**config.mk**
```make
export PLATFORM = sky130hd
export DESIGN_NAME = nanorv32_urom_seq_flat
export DESIGN_NICKNAME = d
export VERILOG_FILES = /design/src/rtl/nanorv32_urom_seq_if.sv /design/src/rtl/nanorv32_urom_seq.sv /design/src/flat_wrapper.sv
export SDC_FILE = /design/constraint.sdc
export NUM_CORES = 1
export LEC_CHECK = 0
export CORE_MARGIN = 1.5
export CORE_UTILIZATION = 50
export CTS_BUF_LIST = sky130_fd_sc_hd__clkbuf_4 sky130_fd_sc_hd__clkbuf_8 sky130_fd_sc_hd__clkbuf_16
export DETAILED_ROUTE_END_ITERATION = 10
export PLACE_DENSITY = 0.77
export SLEW_MARGIN = 20
export SYNTH_ARGS = -nofsm -noshare
export SYNTH_HDL_FRONTEND = slang
export SYNTH_SLANG_ARGS = --single-unit
```
**constraint.sdc**
```tcl
create_clock -name clk -period 2.6 [get_ports clk]
set_input_delay 0.65 -clock clk [delete_from_list [all_inputs] [get_ports clk]]
set_output_delay 0.65 -clock clk [all_outputs]
set_load 0.05 [all_outputs]
```
**src/rtl/nanorv32_urom_seq_if.sv**
```systemverilog
// Handshake bundle between the micro-ROM sequencer (master) and the
// interrupt controller / core instruction path (slave).
interface nanorv32_urom_seq_if #(
  parameter int UROM_ADDR_W = 5
);
  logic                   irq_req;
  logic                   irq_safe;
  logic                   irq_ret;
  logic                   instr_ready;
  logic [UROM_ADDR_W-1:0] urom_addr;
  logic                   urom_sel;
  logic                   urom_valid;
  logic                   irq_ack;
  logic                   in_irq;
  logic                   seq_done;
  logic                   seq_err;

  modport master (
    input  irq_req, irq_safe, irq_ret, instr_ready,
    output urom_addr, urom_sel, urom_valid, irq_ack, in_irq, seq_done, seq_err
  );

  modport slave (
    output irq_req, irq_safe, irq_ret, instr_ready,
    input  urom_addr, urom_sel, urom_valid, irq_ack, in_irq, seq_done, seq_err
  );
endinterface

```
**src/rtl/nanorv32_urom_seq.sv**
```systemverilog
// nanorv32 micro-ROM sequencer: reset, interrupt-entry and interrupt-exit sequences.
// Optional stall watchdog enabled by defining NANORV32_UROM_SEQ_STALL_CHECK_EN.
module nanorv32_urom_seq #(
  parameter int UROM_ADDR_W   = 5,
  parameter int RESET_START   = 0,
  parameter int RESET_LEN     = 2,
  parameter int ENTRY_START   = 2,
  parameter int ENTRY_LEN     = 16,
  parameter int EXIT_START    = 18,
  parameter int EXIT_LEN      = 2,
  parameter int STALL_TIMEOUT = 255
) (
  input  logic                  clk,
  input  logic                  rst_n,
  nanorv32_urom_seq_if.master   bus
);

  if (RESET_LEN < 1 || ENTRY_LEN < 1 || EXIT_LEN < 1 || STALL_TIMEOUT < 1) begin : g_bad_cfg
    $error("nanorv32_urom_seq: sequence lengths and STALL_TIMEOUT must be >= 1");
  end

  typedef enum logic [2:0] {
    RST_SEQ,
    RUN,
    ENTRY,
    HANDLER,
    EXIT
  } state_t;

  localparam logic [UROM_ADDR_W-1:0] RESET_ADDR = UROM_ADDR_W'(RESET_START);
  localparam logic [UROM_ADDR_W-1:0] ENTRY_ADDR = UROM_ADDR_W'(ENTRY_START);
  localparam logic [UROM_ADDR_W-1:0] EXIT_ADDR  = UROM_ADDR_W'(EXIT_START);
  localparam logic [UROM_ADDR_W-1:0] RESET_CNT  = UROM_ADDR_W'(RESET_LEN - 1);
  localparam logic [UROM_ADDR_W-1:0] ENTRY_CNT  = UROM_ADDR_W'(ENTRY_LEN - 1);
  localparam logic [UROM_ADDR_W-1:0] EXIT_CNT   = UROM_ADDR_W'(EXIT_LEN - 1);

  state_t                 r_state, w_state_nxt;
  logic [UROM_ADDR_W-1:0] r_addr,  w_addr_nxt;
  logic [UROM_ADDR_W-1:0] r_cnt,   w_cnt_nxt;
  logic                   r_irq_ack, w_irq_ack_nxt;
  logic                   r_in_irq,  w_in_irq_nxt;

  logic w_valid;
  logic w_accept;
  logic w_last;

  assign w_valid  = (r_state == RST_SEQ) || (r_state == ENTRY) || (r_state == EXIT);
  assign w_accept = w_valid && bus.instr_ready;
  assign w_last   = w_accept && (r_cnt == '0);

  always_ff @(posedge clk or negedge rst_n) begin
    if (!rst_n) begin
      r_state   <= RST_SEQ;
      r_addr    <= RESET_ADDR;
      r_cnt     <= RESET_CNT;
      r_irq_ack <= 1'b0;
      r_in_irq  <= 1'b0;
    end else begin
      r_state   <= w_state_nxt;
      r_addr    <= w_addr_nxt;
      r_cnt     <= w_cnt_nxt;
      r_irq_ack <= w_irq_ack_nxt;
      r_in_irq  <= w_in_irq_nxt;
    end
  end

  always_comb begin
    w_state_nxt   = r_state;
    w_addr_nxt    = r_addr;
    w_cnt_nxt     = r_cnt;
    w_irq_ack_nxt = 1'b0;
    w_in_irq_nxt  = r_in_irq;

    unique case (r_state)
      RST_SEQ, ENTRY, EXIT: begin
        if (w_last) begin
          // The address is left on the last word; it is only meaningful while valid.
          unique case (r_state)
            ENTRY: begin
              w_state_nxt  = HANDLER;
              w_in_irq_nxt = 1'b1;
            end
            EXIT: begin
              w_state_nxt  = RUN;
              w_in_irq_nxt = 1'b0;
            end
            default: w_state_nxt = RUN;
          endcase
        end else if (w_accept) begin
          w_addr_nxt = r_addr + 1'b1;
          w_cnt_nxt  = r_cnt - 1'b1;
        end
      end
      RUN: begin
        if (bus.irq_req && bus.irq_safe) begin
          w_state_nxt   = ENTRY;
          w_addr_nxt    = ENTRY_ADDR;
          w_cnt_nxt     = ENTRY_CNT;
          w_irq_ack_nxt = 1'b1;
        end
      end
      HANDLER: begin
        if (bus.irq_ret) begin
          w_state_nxt = EXIT;
          w_addr_nxt  = EXIT_ADDR;
          w_cnt_nxt   = EXIT_CNT;
        end
      end
      default: w_state_nxt = RST_SEQ;
    endcase
  end

  assign bus.urom_addr  = r_addr;
  assign bus.urom_sel   = w_valid;
  assign bus.urom_valid = w_valid;
  assign bus.irq_ack    = r_irq_ack;
  assign bus.in_irq     = r_in_irq;
  assign bus.seq_done   = w_last;

`ifdef NANORV32_UROM_SEQ_STALL_CHECK_EN
  localparam int unsigned             STALL_W   = $clog2(STALL_TIMEOUT + 1);
  localparam logic [STALL_W-1:0]      STALL_MAX = STALL_W'(STALL_TIMEOUT);
  localparam logic [STALL_W-1:0]      STALL_PRE = STALL_W'(STALL_TIMEOUT - 1);

  logic [STALL_W-1:0] r_stall;
  logic               r_seq_err;
  logic               w_stalled;

  assign w_stalled = w_valid && !bus.instr_ready;

  always_ff @(posedge clk or negedge rst_n) begin
    if (!rst_n) begin
      r_stall   <= '0;
      r_seq_err <= 1'b0;
    end else begin
      if (!w_stalled) begin
        r_stall <= '0;
      end else if (r_stall != STALL_MAX) begin
        r_stall <= r_stall + 1'b1;
      end
      // Flag on the edge that completes the STALL_TIMEOUT-th stalled cycle.
      if (w_stalled && (r_stall >= STALL_PRE)) begin
        r_seq_err <= 1'b1;
      end
    end
  end

  assign bus.seq_err = r_seq_err;
`else
  assign bus.seq_err = 1'b0;
`endif

endmodule
```
**src/flat_wrapper.sv**
```systemverilog
// flat-port wrapper written by rule: the top's interface ports become plain ports
module nanorv32_urom_seq_flat 
#(
  parameter int UROM_ADDR_W   = 5,
  parameter int RESET_START   = 0,
  parameter int RESET_LEN     = 2,
  parameter int ENTRY_START   = 2,
  parameter int ENTRY_LEN     = 16,
  parameter int EXIT_START    = 18,
  parameter int EXIT_LEN      = 2,
  parameter int STALL_TIMEOUT = 255
)
  (clk, rst_n, bus_irq_req, bus_irq_safe, bus_irq_ret, bus_instr_ready, bus_urom_addr, bus_urom_sel, bus_urom_valid, bus_irq_ack, bus_in_irq, bus_seq_done, bus_seq_err);
  nanorv32_urom_seq_if #(.UROM_ADDR_W(UROM_ADDR_W)) bus_i ();
  input  logic clk;
  input  logic rst_n;
  input wire logic [$bits(bus_i.irq_req)-1:0] bus_irq_req;
  input wire logic [$bits(bus_i.irq_safe)-1:0] bus_irq_safe;
  input wire logic [$bits(bus_i.irq_ret)-1:0] bus_irq_ret;
  input wire logic [$bits(bus_i.instr_ready)-1:0] bus_instr_ready;
  output wire logic [$bits(bus_i.urom_addr)-1:0] bus_urom_addr;
  output wire logic [$bits(bus_i.urom_sel)-1:0] bus_urom_sel;
  output wire logic [$bits(bus_i.urom_valid)-1:0] bus_urom_valid;
  output wire logic [$bits(bus_i.irq_ack)-1:0] bus_irq_ack;
  output wire logic [$bits(bus_i.in_irq)-1:0] bus_in_irq;
  output wire logic [$bits(bus_i.seq_done)-1:0] bus_seq_done;
  output wire logic [$bits(bus_i.seq_err)-1:0] bus_seq_err;
  assign bus_i.irq_req = bus_irq_req;
  assign bus_i.irq_safe = bus_irq_safe;
  assign bus_i.irq_ret = bus_irq_ret;
  assign bus_i.instr_ready = bus_instr_ready;
  assign bus_urom_addr = bus_i.urom_addr;
  assign bus_urom_sel = bus_i.urom_sel;
  assign bus_urom_valid = bus_i.urom_valid;
  assign bus_irq_ack = bus_i.irq_ack;
  assign bus_in_irq = bus_i.in_irq;
  assign bus_seq_done = bus_i.seq_done;
  assign bus_seq_err = bus_i.seq_err;
  nanorv32_urom_seq #(.UROM_ADDR_W(UROM_ADDR_W), .RESET_START(RESET_START), .RESET_LEN(RESET_LEN), .ENTRY_START(ENTRY_START), .ENTRY_LEN(ENTRY_LEN), .EXIT_START(EXIT_START), .EXIT_LEN(EXIT_LEN), .STALL_TIMEOUT(STALL_TIMEOUT)) u_core (.clk(clk), .rst_n(rst_n), .bus(bus_i));
endmodule
```
== Word level (Yosys, flattened, before mapping) ==
Index checks and enable logic that the tools add are counted.
Storage, ports and cells
  bits in latches: 0
  output and inout bits: 11
  RAM bits: 0
  memories: 0
  word-level logic and storage cells: 47
  bits in read-only memories: 0
  flip-flop bits (word level): 15
  input bits: 6
Operators by class
  shifts and indexed selects: 0
  magnitude comparators: 0
  add/sub/neg operators: 2
  reductions and logical operators: 13
  bitwise logic cells: 0
  equal/unequal tests: 9
  divide/modulo/power cells: 0
  $mul: 0
  mux-type cells: 18
Operators by type and width (count)
  two-way mux 5 bit: 8
  one-hot mux 5 bit (3 select lines): 2
  two-way mux 3 bit: 3
  one-hot mux 3 bit (3 select lines): 1
  == test 3 x 2 -> 1 bit (second input constant): 2
  != test 2 bit (second input constant): 3
  AND reduction 3 bit: 2
  adder 5 x 1 -> 5 bit (second input constant): 1
  logical NOT 5 bit: 1
  AND reduction 5 bit: 1
  subtractor 5 x 1 -> 5 bit (second input constant): 1
  != test 2 x 1 -> 1 bit (second input constant): 2
  == test 3 x 1 -> 1 bit (second input constant): 1
  == test 3 bit (second input constant): 1
  logical AND 1 bit: 3
  logical NOT 3 bit: 1
  nonzero test 3 bit: 1
  OR reduction 3 bit: 1
  logical OR 1 bit: 2
  two-way mux 1 bit: 2
  two-way mux 2 bit: 1
  one-hot mux 1 bit (2 select lines): 1
  nonzero test 2 bit: 1

== Longest topological paths before layout ==
Gate-level depths: netlist of run 1.
  word-level depth: 7
  mapped depth: 6
  depth with buffers taken out: 6

== Worst setup path before layout of run 1 ==
OpenSTA, ideal clock, no wires.
  kind: reg2out
  start: register u_core.r_state[0]
  end: output port bus_seq_done
  path buffers: 0
  cell stages (with the launch flop): 3
  arrival time: 2077 ps
  required time: 1950 ps
  slack: -127 ps
  path through: dfrtp_1 a21oi_1 and3_1
On the way
  longest elaborated chain between the ends: 5
  elaborated cells on any way between the ends: 7
  those cells by class: 2 x eq/ne; 5 x reduce/logical
Ends and longest elaborated chain
  start: declaration: line nanorv32_urom_seq.sv:37  | state_t r_state, w_state_nxt;
  start signal: assignment: line nanorv32_urom_seq.sv:59  | r_state <= w_state_nxt;
  == test 3 x 2 -> 1 bit / logical NOT 3 bit (equally long branches): line nanorv32_urom_seq.sv:47  | assign w_valid = (r_state == RST_SEQ) || (r_state == ENTRY) || (r_state == EXIT);
  logical OR 1 bit: line nanorv32_urom_seq.sv:47
  logical OR 1 bit (*): line nanorv32_urom_seq.sv:47
  net bus_urom_sel: line flat_wrapper.sv:22  | output wire logic [$bits(bus_i.urom_sel)-1:0] bus_urom_sel;
  logical AND 1 bit (*): line nanorv32_urom_seq.sv:48  | assign w_accept = w_valid && bus.instr_ready;
  logical AND 1 bit (*): line nanorv32_urom_seq.sv:49  | assign w_last = w_accept && (r_cnt == '0);
  end: declaration: line flat_wrapper.sv:26  | output wire logic [$bits(bus_i.seq_done)-1:0] bus_seq_done;
Mark *: on every way through the listed nets, which the timed path passes. The rest lies on a longest branch.

== Final worst setup path of run 1 ==
  start: register u_core.r_cnt[1]
  end: output port bus_seq_done
On the way
  longest elaborated chain between the ends: 2
Ends and longest elaborated chain
  start: declaration: line nanorv32_urom_seq.sv:39  | logic [UROM_ADDR_W-1:0] r_cnt, w_cnt_nxt;
  start signal: assignment: line nanorv32_urom_seq.sv:61  | r_cnt <= w_cnt_nxt;
  logical NOT 5 bit: line nanorv32_urom_seq.sv:49
  logical AND 1 bit: line nanorv32_urom_seq.sv:49
Every way passes these cells.

==> qor.txt, run 1 <==
Total GRT Usage: 19.8%
Switching pwr: 0.584 mW
Pin count of the biggest net entering global routing: 16
Core area: 1560 um2
Total clock buffers created by CTS: 3
Area growth from synthesis to layout: 21.6%
WL per Instance: 14.1 um
CP Cell Sequence: inv_1 > ha_1 > nor4b_1 > and3_1 > buf_12
Final period util: 92.9%
Crit Path Max Fanout: 4
Max Freq: 0.414 GHz
Synthesized Nets: 101
Pleak: 0.458 nW
CTS tree: built
DP Area: 1020 um2
Final Core Density: 67.9%
Initial antenna violation count: 0
RePlAce Congestion: 0.860
Least-Margin Pin Slew: 0.664 ns
Distinct cells, synth: 34
CP endpoint kind: output port
Setup-failing EPs final: 0
Area leader, netlist: dfrtp_1
First-pass GRT wire length: 2.82 mm
IO Pins: 17
Asr flop ratio synth: 100%
Max-cap violation count: 0
Via count: 729
Post-Syn Area: 871 um2
DRC Markers: 0
Final min period: 2.41 ns
Die span in y: 44.7 um
Final HPWL DP: 1.31 mm
Post-synth EDFFs: 0
Most common cell after layout, fill and taps aside: dfrtp_1
Post-Route WL: 1.74 mm
Die width: 44.7 um
Worst slew margin: 55.6%
1st-pass router iterations: 4
Rows: 14
Sink Count: 15
Worst-Skew Late Latency: 0.29 ns
Peak supply drop: 585 uV
Hold buffer count at CTS: 0
Sw Ratio: 46.8%
Part of the power in registers: 35.6%
Startpoint types: flop
Clock transition at path regs: 0.09 ns
Slew Limit Fails: 0
Clock Skew: 0.0109 ns
Avg Cell Area, Syn: 9.47 um2
Post-synth top area share: 40.2%
Slowest cell on the critical path: dfrtp_1
Starting Density: 55.9%
Root Buffer: clkbuf_4
Post-synthesis cell count: 92
Share of layout cells above drive strength 1: 15.0%
Max Buffers Root-to-Sink: 2
Synth top area cells: dfrtp_1, a31oi_1, ha_1
Number of global-route vias before repair: 655
Setup TNS: 0 ns
Clock power share: 11.4%
Final hold violations: 0
Critical path class: reg2out
Post-route ant nets: 0
Final Instance Area: 1060 um2
CP peak stage delay: 0.40 ns
Most frequent cells in the layout: dfrtp_1, clkdlybuf4s50_1, nor2_1
Vias/cell: 5.93
Synthesis Warnings: 0
Area of the die: 2000 um2
P_int: 0.664 mW
Nets: 117
First-iteration detailed-routing DRC count: 18
CTS H-tree depth: 1
Hold Crit Class: reg2reg
Required time of the critical path: 1.95 ns
PwrDens: 1180 nW/um2
Outcome: completed
PortBufs: 15
Antenna Diode Count: 0
Logic pwr share: 53.0%
Synth Flop Type: dfrtp_1
Post-synthesis register bit count: 15
Sequential cell area fraction in the yosys report: 43.2%
RSZ-0062 raised after global routing: no
Arr. time, crit path: 1.76 ns
GRT overflow: 0
## critical path, delay by kind of cell (launching register included)
family,cells,cell delay [ns]
flip-flops,1,0.40
adder cells (fa/ha/maj),1,0.16
buffers and inverters,2,0.26
AND/OR/NAND/NOR,2,0.67
## cells in the mapped netlist (2+ instances only)
| master | number |
|---|---|
| a31oi_1 | 6 |
| o21ai_0 | 6 |
| inv_1 | 4 |
| nand2_1 | 8 |
| buf_4 | 3 |
| nor3_1 | 5 |
| nor2b_1 | 2 |
| o22a_1 | 2 |
| a21oi_1 | 5 |
| ha_1 | 3 |
| o31ai_1 | 2 |
| nor2_1 | 9 |
| dfrtp_1 | 14 |
| nand3_1 | 2 |
| a41oi_1 | 2 |
## sequential cells by signal, summed over array words and instances (netlist names)
signal                count
u_core.r_cnt              5
u_core.bus.in_irq         1
u_core.r_state            3
u_core.bus.irq_ack        1
u_core.bus.urom_addr      5
## final cells by class
cell class	instances	area, um2
Tap cell	16	20.0
Clock buffer	4	30.0
Timing Repair Buffer	16	173
Sequential cell	15	377
Multi-Input combinational cell	68	444
Inverter	4	15.0
Fill cell	117	500
## power groups by stage
stage / Clock, mW / Combinational (mW) / Sequential (mW)
after floorplan: 0 / 0.377 / 0.557
after global placement: 0 / 0.647 / 0.446
after detailed placement: 0 / 0.660 / 0.449
after CTS: 0.144 / 0.665 / 0.443
after global routing: 0.154 / 0.722 / 0.464
final: 0.142 / 0.662 / 0.445
## layer usage
| layer | GRT usage [%] | up-vias | share of wire [%] |
|---|---|---|---|
| met3 | 7.60 | 4 | 5.8 |
| met5 | 0 | - | 0 |
| met4 | 3.64 | 0 | 0.92 |
| met2 | 32.2 | 23 | 46 |
| li1 | - | 362 | - |
| met1 | 25.2 | 340 | 47 |
## stage by stage
| step | total power, mW | instances | hold slack (ns) | worst slack [ns] |
|---|---|---|---|---|
| floorplan | 0.934 | 92 | 0.354 | 0.294 |
| global placement | 1.09 | 119 | 0.489 | 0.353 |
| detailed placement | 1.11 | 119 | 0.490 | 0.326 |
| CTS | 1.25 | 123 | 0.517 | 0.0311 |
| global route | 1.34 | 123 | 0.546 | 0.0934 |
| finish | 1.25 | 123 | 0.509 | 0.185 |
## final timing paths
kind / slack, ns / startpoint / cells past startpoint / end
worst max-delay path: 0.19 / u_core.r_cnt[1] / 5 / bus_seq_done
worst min-delay path: 0.51 / u_core.r_cnt[0] / 2 / u_core.r_cnt[0]
worst max register to register: 0.67 / u_core.r_cnt[1] / 6 / u_core.r_cnt[1]
worst min register to register: 0.51 / u_core.r_cnt[0] / 2 / u_core.r_cnt[0]
max in group asynchronous: 1.40 / rst_n / 1 / u_core.r_cnt[1]
min in group asynchronous: 0.76 / rst_n / 1 / u_core.bus.urom_addr[2]
## cell families after synthesis
family                   Yosys count  share of synthesized area [%]
buffers and inverters              9                           6.18
multiplexers                       1                           1.72
flip-flops                        15                           43.2
AND/OR/NAND/NOR                   35                           21.4
other                              1                          0.431
adder cells (fa/ha/maj)            3                           4.31
AO/OA/AOI/OAI                     28                           22.7
## repair_timing
action | CTS | global route
buffers inserted | 0 | 0
resized for setup | 0 | 2
setup endpoints to repair | 0 | 2
(Power assumes the default switching activity.)
==> run 2, diff against run 1 <==
--- a/config.mk
+++ b/config.mk
@@ -5,7 +5,6 @@
 export SDC_FILE = /design/constraint.sdc
 export NUM_CORES = 1
 export LEC_CHECK = 0
-export CORE_MARGIN = 1.5
 export CORE_UTILIZATION = 50
 export CTS_BUF_LIST = sky130_fd_sc_hd__clkbuf_4 sky130_fd_sc_hd__clkbuf_8 sky130_fd_sc_hd__clkbuf_16
 export DETAILED_ROUTE_END_ITERATION = 10
==> run 2 against run 1 <==
  * First-iteration DRC count down 5.6%
  * Global-route usage rose by 2.6 points
  * Fmax fell by 2.0%
  * Cell area is the same
  * Worst hold slack worse by 0.0084 ns
  * Count of clock-buffer cells in the layout unchanged
  * Combinational power down 1%
  * Die area is 4.4% lower
  * Largest cell class unchanged
  * Largest power group unchanged
==> qor.txt, run 2 (synthesis results as in run 1) <==
Least-Margin Pin Slew: 0.649 ns
CP Cell Sequence: inv_1 > ha_1 > nor4b_1 > and3_1 > buf_12
Total clock buffers created by CTS: 3
Post-route ant nets: 0
DRC Markers: 0
Register area: 377 um2
RSZ-0062 raised after global routing: no
Core area: 1560 um2
Setup-failing EPs final: 0
Worst-Skew Late Latency: 0.29 ns
Final HPWL DP: 1.37 mm
First-iteration detailed-routing DRC count: 17
Arr. time, crit path: 1.81 ns
Final period util: 94.8%
Slowest cell on the critical path: dfrtp_1
Outcome: completed
Vias/cell: 5.87
Startpoint types: flop
IO Pins: 17
Most common cell after layout, fill and taps aside: dfrtp_1
Post-Place Setup Slack: 0.312 ns
1st-pass router iterations: 4
Max-cap violation count: 0
Final Core Density: 67.9%
RePlAce Congestion: 0.844
Fillers: 129
Pin count of the biggest net entering global routing: 16
CTS H-tree depth: 1
PwrDens: 1180 nW/um2
Die span in y: 43.7 um
Slew Limit Fails: 0
Antenna Diode Count: 0
Clock Skew: 0.000919 ns
Max Buffers Root-to-Sink: 2
Rows: 14
Area growth from synthesis to layout: 21.6%
Post-Route WL: 1.82 mm
Root Buffer: clkbuf_4
Hold Crit Class: reg2reg
First-pass GRT wire length: 3.02 mm
Fin cells: 123
Via count: 722
Crit Path Max Fanout: 4
Share of layout cells above drive strength 1: 15.0%
Starting Density: 55.9%
Cell count after placement: 119
Setup TNS: 0 ns
Total GRT Usage: 22.3%
Die width: 43.7 um
Hold buffer count at CTS: 0
Final hold violations: 0
CP endpoint kind: output port
Peak supply drop: 588 uV
Pleak: 0.458 nW
PortBufs: 15
Footprint of the multi-input gates: 444 um2
CP top delay family: simple AND/OR/NAND/NOR gates
WL per Instance: 14.8 um
Required time of the critical path: 1.95 ns
Worst slew margin: 56.6%
Area of the die: 1910 um2
Initial antenna violation count: 0
Final min period: 2.46 ns
Most frequent cells in the layout: dfrtp_1, clkdlybuf4s50_1, nor2_1
Critical path class: reg2out
CTS tree: built
Sink Count: 15
Number of global-route vias before repair: 689
Worst path bufs/invs: 2
GRT overflow: 0
Clock transition at path regs: 0.09 ns
Nets: 117
Max Freq: 0.406 GHz
Fin worst setup slack: 0.135 ns
CP peak stage delay: 0.40 ns
-- run 2: stage by stage --
step | area [um2] | total power [mW] | hold slack, ns
6_report | 1060 | 1.25 | 0.501
3_3_place_gp | 1020 | 1.09 | 0.492
3_5_place_dp | 1020 | 1.11 | 0.491
5_1_grt | 1060 | 1.34 | 0.523
4_1_cts | 1050 | 1.26 | 0.505
2_1_floorplan | 875 | 0.934 | 0.354
-- run 2: cell type report --
class,instances,area share (%)
clock buffers,4,2.84
inverters,4,1.42
multi-input cells,68,42.0
flip-flops and latches,15,35.6
well taps,16,1.89
repair buffers,16,16.3
-- run 2: per-layer routing --
layer  global-route usage, %  part of all wire (%)
met1                    29.1                    46
met2                    34.6                    47
met3                    4.17                   4.8
met4                    13.1                   2.6
met5                       0                     0
-- run 2: timing repair --
item,in CTS,in global routing
setup endpoints to repair,0,2
setup buffers,0,0
gates resized for setup,0,2
hold endpoints to repair,0,0
-- run 2: report_power, final --
group	switching (mW)	total, mW	internal, mW
combinational	0.391	0.654	0.263
clock	0.0781	0.148	0.0702
sequential	0.119	0.449	0.330
-- run 2: final timing paths --
path	start	endpoint	slack, ns	depth (start not counted)
max	u_core.r_cnt[1]	bus_seq_done	0.14	5
min	u_core.r_cnt[0]	u_core.r_cnt[0]	0.50	2
max reg2reg	u_core.r_cnt[1]	u_core.r_cnt[1]	0.67	6
min reg2reg	u_core.r_cnt[0]	u_core.r_cnt[0]	0.50	2
max in group asynchronous	rst_n	u_core.r_state[1]	1.44	1
min in group asynchronous	rst_n	u_core.r_state[0]	0.75	1
-- run 2: worst reg2reg max path, cell delays in order (launching register included) --
cell and delay, ns:
dfrtp_1 0.40, inv_1 0.08, ha_1 0.16, or4b_4 0.50
o211ai_4 0.31, nor2_4 0.08, mux2_4 0.30
